==> src/rtl/fg_prog_sequencer.sv <==
// Command-driven programming sequencer for floating-gate switch matrices.
// Selects one island/row/column cell, then drives a drain or tunnelling pulse framed by settle time.
module fg_prog_sequencer #(
   parameter int unsigned NUM_ISLANDS = 2,
   parameter int unsigned NUM_ROWS    = 12,
   parameter int unsigned NUM_COLS    = 20,
   parameter int unsigned PULSE_W     = 16,
   parameter int unsigned SETTLE_CYC  = 4,
   localparam int unsigned IB = (NUM_ISLANDS > 1) ? $clog2(NUM_ISLANDS) : 1,
   localparam int unsigned RB = (NUM_ROWS > 1) ? $clog2(NUM_ROWS) : 1,
   localparam int unsigned CB = (NUM_COLS > 1) ? $clog2(NUM_COLS) : 1,
   localparam int unsigned NB = $clog2(NUM_ROWS * NUM_COLS + 1)
) (
   input  logic                   clk,
   input  logic                   rst,
   input  logic                   cmd_valid,
   output logic                   cmd_ready,
   input  logic [1:0]             cmd_op,
   input  logic [IB-1:0]          cmd_island,
   input  logic [RB-1:0]          cmd_row,
   input  logic [CB-1:0]          cmd_col,
   input  logic [PULSE_W-1:0]     cmd_pulse,
   input  logic [NB-1:0]          cmd_count,
   input  logic                   abort,
   output logic [NUM_ISLANDS-1:0] island_sel,
   output logic [NUM_ROWS-1:0]    row_sel,
   output logic [NUM_COLS-1:0]    col_sel,
   output logic                   prog_mode,
   output logic                   drain_en,
   output logic                   tun_en,
   output logic                   busy,
   output logic                   done,
   output logic                   err
);

   localparam logic [1:0] OpRun    = 2'b00;
   localparam logic [1:0] OpProg   = 2'b01;
   localparam logic [1:0] OpScan   = 2'b10;
   localparam logic [1:0] OpTunnel = 2'b11;

   localparam logic [PULSE_W-1:0] SettleM1 = PULSE_W'(SETTLE_CYC - 1);

   typedef enum logic [2:0] {
      StIdle,
      StSetup,
      StPulse,
      StRecover,
      StNext,
      StDone
   } state_e;

   state_e               state_q, state_d;
   logic [1:0]           op_q, op_d;
   logic [IB-1:0]        island_q, island_d;
   logic [RB-1:0]        row_q, row_d;
   logic [CB-1:0]        col_q, col_d;
   logic [PULSE_W-1:0]   pulse_q, pulse_d;
   logic [NB-1:0]        rem_q, rem_d;
   logic [PULSE_W-1:0]   timer_q, timer_d;
   logic                 aborted_q, aborted_d;
   logic                 fail_d;

   logic [NUM_ISLANDS-1:0] island_sel_q, island_sel_d;
   logic [NUM_ROWS-1:0]    row_sel_q, row_sel_d;
   logic [NUM_COLS-1:0]    col_sel_q, col_sel_d;
   logic                   prog_mode_q, prog_mode_d;
   logic                   drain_en_q, drain_en_d;
   logic                   tun_en_q, tun_en_d;
   logic                   done_q, done_d;
   logic                   err_q, err_d;

   logic cmd_illegal;
   logic last_col;
   logic last_cell;
   logic cell_on;
   logic hold_on;

   always_comb begin
      cmd_illegal = (32'(cmd_island) >= NUM_ISLANDS) ||
                    (32'(cmd_row) >= NUM_ROWS) ||
                    (32'(cmd_col) >= NUM_COLS) ||
                    ((cmd_op != OpRun) && (cmd_pulse == '0)) ||
                    ((cmd_op == OpScan) && (cmd_count == '0));
      last_col    = (col_q == CB'(NUM_COLS - 1));
      last_cell   = last_col && (row_q == RB'(NUM_ROWS - 1));
   end

   always_comb begin
      state_d   = state_q;
      op_d      = op_q;
      island_d  = island_q;
      row_d     = row_q;
      col_d     = col_q;
      pulse_d   = pulse_q;
      rem_d     = rem_q;
      timer_d   = timer_q;
      aborted_d = aborted_q;
      fail_d    = 1'b0;

      unique case (state_q)
         StIdle: begin
            if (cmd_valid) begin
               op_d      = cmd_op;
               island_d  = cmd_island;
               row_d     = cmd_row;
               col_d     = cmd_col;
               pulse_d   = cmd_pulse;
               rem_d     = cmd_count;
               aborted_d = 1'b0;
               if (cmd_illegal) begin
                  state_d = StDone;
                  fail_d  = 1'b1;
               end else if (cmd_op == OpRun) begin
                  state_d = StDone;
               end else begin
                  state_d = StSetup;
                  timer_d = SettleM1;
               end
            end
         end

         StSetup: begin
            if (abort) begin
               state_d   = StRecover;
               timer_d   = SettleM1;
               aborted_d = 1'b1;
            end else if (timer_q == '0) begin
               state_d = StPulse;
               timer_d = pulse_q - PULSE_W'(1);
            end else begin
               timer_d = timer_q - PULSE_W'(1);
            end
         end

         StPulse: begin
            if (abort) begin
               state_d   = StRecover;
               timer_d   = SettleM1;
               aborted_d = 1'b1;
            end else if (timer_q == '0) begin
               state_d = StRecover;
               timer_d = SettleM1;
            end else begin
               timer_d = timer_q - PULSE_W'(1);
            end
         end

         StRecover: begin
            if (abort) begin
               aborted_d = 1'b1;
            end
            if (timer_q != '0) begin
               timer_d = timer_q - PULSE_W'(1);
            end else if ((op_q == OpScan) && !aborted_d && (rem_q > NB'(1)) && !last_cell) begin
               state_d = StNext;
            end else begin
               // Reaching here with cells still owed means the scan ran off the matrix.
               state_d = StDone;
               fail_d  = aborted_d || ((op_q == OpScan) && (rem_q > NB'(1)));
            end
         end

         StNext: begin
            if (abort) begin
               state_d   = StRecover;
               timer_d   = SettleM1;
               aborted_d = 1'b1;
            end else begin
               state_d = StSetup;
               timer_d = SettleM1;
               rem_d   = rem_q - NB'(1);
               if (last_col) begin
                  col_d = '0;
                  row_d = row_q + RB'(1);
               end else begin
                  col_d = col_q + CB'(1);
               end
            end
         end

         StDone: begin
            state_d = StIdle;
         end

         default: begin
            state_d = StIdle;
         end
      endcase
   end

   // Outputs are registered from the next state so they line up with the state they describe.
   always_comb begin
      cell_on = state_d inside {StSetup, StPulse, StRecover};
      hold_on = cell_on || (state_d == StNext);

      island_sel_d = '0;
      row_sel_d    = '0;
      col_sel_d    = '0;
      if (hold_on) begin
         island_sel_d = NUM_ISLANDS'(1) << island_d;
      end
      if (cell_on && (op_d != OpTunnel)) begin
         row_sel_d = NUM_ROWS'(1) << row_d;
         col_sel_d = NUM_COLS'(1) << col_d;
      end
      prog_mode_d = hold_on;
      drain_en_d  = (state_d == StPulse) && (op_d != OpTunnel);
      tun_en_d    = (state_d == StPulse) && (op_d == OpTunnel);
      done_d      = (state_d == StDone);
      err_d       = (state_d == StDone) && fail_d;
   end

   always_ff @(posedge clk or posedge rst) begin
      if (rst) begin
         state_q      <= StIdle;
         op_q         <= OpRun;
         island_q     <= '0;
         row_q        <= '0;
         col_q        <= '0;
         pulse_q      <= '0;
         rem_q        <= '0;
         timer_q      <= '0;
         aborted_q    <= 1'b0;
         island_sel_q <= '0;
         row_sel_q    <= '0;
         col_sel_q    <= '0;
         prog_mode_q  <= 1'b0;
         drain_en_q   <= 1'b0;
         tun_en_q     <= 1'b0;
         done_q       <= 1'b0;
         err_q        <= 1'b0;
      end else begin
         state_q      <= state_d;
         op_q         <= op_d;
         island_q     <= island_d;
         row_q        <= row_d;
         col_q        <= col_d;
         pulse_q      <= pulse_d;
         rem_q        <= rem_d;
         timer_q      <= timer_d;
         aborted_q    <= aborted_d;
         island_sel_q <= island_sel_d;
         row_sel_q    <= row_sel_d;
         col_sel_q    <= col_sel_d;
         prog_mode_q  <= prog_mode_d;
         drain_en_q   <= drain_en_d;
         tun_en_q     <= tun_en_d;
         done_q       <= done_d;
         err_q        <= err_d;
      end
   end

   assign cmd_ready  = (state_q == StIdle);
   assign busy       = !cmd_ready;
   assign island_sel = island_sel_q;
   assign row_sel    = row_sel_q;
   assign col_sel    = col_sel_q;
   assign prog_mode  = prog_mode_q;
   assign drain_en   = drain_en_q;
   assign tun_en     = tun_en_q;
   assign done       = done_q;
   assign err        = err_q;

endmodule

==> config.mk <==
export PLATFORM = sky130hd
export DESIGN_NAME = fg_prog_sequencer
export DESIGN_NICKNAME = d
export VERILOG_FILES = /design/src/rtl/fg_prog_sequencer.sv
export SDC_FILE = /design/constraint.sdc
export NUM_CORES = 1
export LEC_CHECK = 0
export CAP_MARGIN = 20
export CELL_PAD_IN_SITES_DETAIL_PLACEMENT = 0
export CELL_PAD_IN_SITES_GLOBAL_PLACEMENT = 1
export CORE_MARGIN = 1.5
export CORE_UTILIZATION = 30
export DETAILED_ROUTE_END_ITERATION = 10
export GPL_ROUTABILITY_DRIVEN = 0
export PLACE_DENSITY = 0.7
export SETUP_SLACK_MARGIN = 0.02
export SKIP_CTS_REPAIR_TIMING = 1
export SLEW_MARGIN = 20
export SYNTH_ARGS = -nofsm -noshare
export SYNTH_HDL_FRONTEND = slang
export SYNTH_SLANG_ARGS = --single-unit
==> constraint.sdc <==
create_clock -name clk -period 6.8 [get_ports clk]
set_clock_uncertainty 0.1 [all_clocks]
set_input_delay 2.04 -clock clk [delete_from_list [all_inputs] [get_ports clk]]
set_output_delay 2.04 -clock clk [all_outputs]
set_load 0.01 [all_outputs]
==> impl_summary.md <==
Synthesis
During synthesis, Yosys emitted a total of 0 warnings. The netlist area before placement is 5192 um^2. By area the synthesized netlist is led by dfrtp_1 (46%), nand2_1 (5.5%), o21ai_0 (3.9%). The share of the Yosys chip area taken by registers is 0.4578. The number of unique standard cell types used by synthesis is 79. The number of synthesized register bits is 95. In the synthesized netlist the dominant register cell turns out to be dfrtp_1.

The synthesized netlist cell count is 559. The number of flops mapped to enable cells by yosys is 0. When the netlist entered floorplanning its net count stood at 605. The proportion of netlist area held by the largest area contributor is 0.4578.

The largest total area in the synthesized netlist belongs to dfrtp_1. In the synthesized netlist the async set-or-reset flop fraction comes to 1.000. The mean area per synthesized cell is 9.289 um^2.

Pwr
After layout, the design draws a total of 0.002193 W. The proportion of power drawn by the clock network is 0.245. Of the total power, registers draw 0.407. The worst-case vdd ir drop is 138.2 uV. The analysis attributes to cell leakage a power of 2.735 nW. The switching power is 0.0008456 W. The share of total power dissipated in combinational logic is 0.347.

Cell internal power was estimated by the tool at 0.001347 W. The switching share of power is 0.3856. The total power per unit cell area is 339.0 nW/um^2.

CTS
The H-tree was split into 3 levels. The clock slew at the register clock pins of the worst setup and hold paths is 0.07 ns. The clock passes through at most 2 buffers.

The library cell used as clock root buffer is clkbuf_16. The sink count of the clock tree is 95. TritonCTS built the clock tree. The latest clock arrival within the worst-skew pair is 0.35 ns. In this run, CTS created clock tree buffers numbering 9.

Global route
Summed over all layers, the global routing overflow is 0. The met3 global-route usage is 0.02402. The first global-routing pass estimated 22890 um of wire.

The global-route met2 utilization is 0.2353. The via count of the first global-routing pass was 4359. The largest net degree at the start of global routing is 52.

The initial antenna violation count is 0. The met1 layer usage reported by global route is 0.2363. In the global route stage, overall resource usage came out at 0.1603. The global routing stage identified its most utilized layer as met1.

Floorplanning
The die is 134.6 um wide. The die outline area is 18110 um^2. For this design the top-level I/O count stands at 81. The effective utilization at floorplan is 0.3098.

Measured along the y axis, the die boundary spans 134.6 um. The floorplan row count is 47. The region available for standard cell placement spans 16760 um^2.

Worst setup path
The type of the setup path with the least slack is input port to flip-flop. The gate family responsible for the most delay along the worst path is buffers and inverters. Of all nets on the critical path, the largest fanout is 32. Together, buffers and inverters on the worst path number 3.

The slowest stage of the critical path is the clkdlybuf4s50_1 cell. The required arrival time at the worst endpoint is 6.98 ns. STA classifies the critical path endpoint as a flip-flop. In this run the critical register-to-register path is launched from state_q[1]. Data on the critical path arrives at its endpoint at 4.92 ns. The timing startpoint of the critical path is cmd_valid. The longest individual stage delay on the worst path is 0.74 ns. The startpoint type of the worst setup path is an input port. Traced cell by cell, the critical path runs through clkdlybuf4s50_1, nor4b_4, buf_4, nor2_1, buf_4, a221oi_2, nand2_2, or3b_1, nor2_1.

Route
The DRC violations left is 0. Summed over all layers, the routed wires come to 13900 um. For this run, the detailed router's first-pass iteration total came to 5. The violation count after the first detailed-route iteration is 328. The post-detailed-route wirelength per cell is 16.35 um. The detail route stage leaves a number of antenna-violating nets equal to 0. Across all layers, the routed design uses 4426 vias.

The routed via count divided by cell count is 5.207.

STA
The number of endpoints with negative hold slack in the final report came to 0. The worst pin sits at a relative slew slack of 0.3223. Dividing the final minimum period by the clock period gives 0.6965. The pin slew with the least headroom to its limit is 1.017 ns.

Based on the critical path, the design can be clocked at up to 211.1 MHz. After layout, the worst setup slack is 2.064 ns. The setup violation total in the final timing report is 0. In the final timing run, aggregate negative setup slack is 0 ns. The number of max-slew violations in the final report is 0. Setup repair after global routing left no endpoint under its margin. The minimum clock period is 4.736 ns.

Final layout
The filler cells instantiated in the layout total 1697. Summing all multi-input logic gate instances after layout gives 2604 um^2. The area taken by flip-flops and latches is 2377 um^2.

From synthesis to final layout, the design area changed by 24.58%. 0 antenna diodes ended up in the layout. The final non-filler cell area is 6469 um^2. Measured on the finished design, the core utilization comes to 0.3860.

Of the cells placed in the final design, the portion with a size suffix greater than 1 is 0.09206. After the last flow step, the layout net total stands at 671.

Place
The wire-length estimate of the detail-placed layout is 10150 um. In this run the cell area measured after placement is 6152 um^2. The post-place setup slack is 1.707 ns.

The count of buffers added on input and output ports is 80.

Job
The count of maximum capacitance violations is 0.

Min path
The min-delay analysis places its worst path in the category flip-flop to flip-flop. The startpoint of the most critical hold path is island_q.

Run status
The flow ran to the end, and the final reports show no timing, DRC or antenna violations.
## worst register-to-register path, cell delays in order, from the launching register on
cell and delay, ns:
dfrtp_1 0.82, or3b_1 0.84, o21ai_0 0.23, a221oi_1 0.55, inv_1 0.17, nor4_1 0.33
## cells in the mapped netlist (all sizes together), types with 9 or more instances
| master | count |
|---|---|
| nor2b | 9 |
| a21oi | 28 |
| clkbuf | 13 |
| nand2 | 79 |
| o21ai | 41 |
| or4 | 9 |
| nand3 | 9 |
| inv | 19 |
| dfrtp | 95 |
| nand2b | 9 |
| xor2 | 9 |
| buf | 15 |
| nor2 | 43 |
| nor3 | 32 |
| nor3b | 9 |
| nor4 | 23 |
## cells by family after synthesis
kind of cell,count (synthesis),share of synthesized area
adder cells (fa/ha/maj),6,0.01446
buffers and inverters,47,0.04072
multiplexers,2,0.004096
AND/OR/NAND/NOR,266,0.2942
flip-flops,95,0.4578
XOR/XNOR,16,0.02699
AO/OA/AOI/OAI,127,0.1617
## cell usage in the layout (no fill, tap or decap), drive strengths merged, types with 4 or more instances in the layout
master	count
a211o	6
a21oi	28
a221oi	4
a31oi	7
and3	6
clkbuf	10
clkdlybuf4s50	80
dfrtp	95
ha	6
inv	20
nand2	79
nand2b	9
nand3	9
nand4	4
nor2	43
nor2b	9
nor3	32
nor3b	9
nor4	23
nor4b	4
o21ai	41
o22ai	5
or2	6
or3	4
or3b	4
or4	9
or4b	4
xnor2	7
xor2	9
## layout make-up
class,instances,area share
clock buffers,10,0.03694
clock inverters,6,0.01199
inverters,19,0.01122
multi-input cells,417,0.4025
flip-flops and latches,95,0.3675
well taps,220,0.04255
repair buffers,83,0.1273
## flip-flops by register name, indices dropped and copies added (netlist names)
signal      count
col_sel        20
col_q           5
err             1
drain_en        1
rem_q           8
row_sel        12
prog_mode       1
done            1
tun_en          1
pulse_q        16
island_sel      2
op_q            2
state_q         3
island_q        1
aborted_q       1
timer_q        16
row_q           4
## power by group through the flow
stage                     clock network, W  registers (W)  logic, W
after global routing              0.000578       0.000920  0.000855
after global placement                   0       0.000897  0.000747
after floorplan                          0       0.000859  0.000560
after CTS                         0.000556       0.000892  0.000766
final                             0.000538       0.000893  0.000761
after detailed placement                 0       0.000902  0.000761
## metal layers
metal,routed length (um),part of all wire
met2,6164,0.44
met3,536,0.039
met1,6979,0.50
met5,0,0
met4,218,0.016
## per-stage QoR
step                      instances  hold WS (ns)
after floorplan                 559        0.3595
after global placement          834        0.3854
after detailed placement        834        0.3859
after CTS                       850        0.4051
after global routing            850        0.4500
final                           850        0.4046
## worst paths after layout
| check | endpoint | slack (ns) | cells after the start |
|---|---|---|---|
| max | col_sel[10] | 2.06 | 9 |
| min | island_q | 0.40 | 2 |
| max reg2reg | row_sel[4] | 3.65 | 5 |
| min reg2reg | island_q | 0.40 | 2 |
| max in group asynchronous | pulse_q[14] | 3.44 | 3 |
| min in group asynchronous | col_sel[3] | 2.02 | 2 |
(Power assumes the default switching activity.)
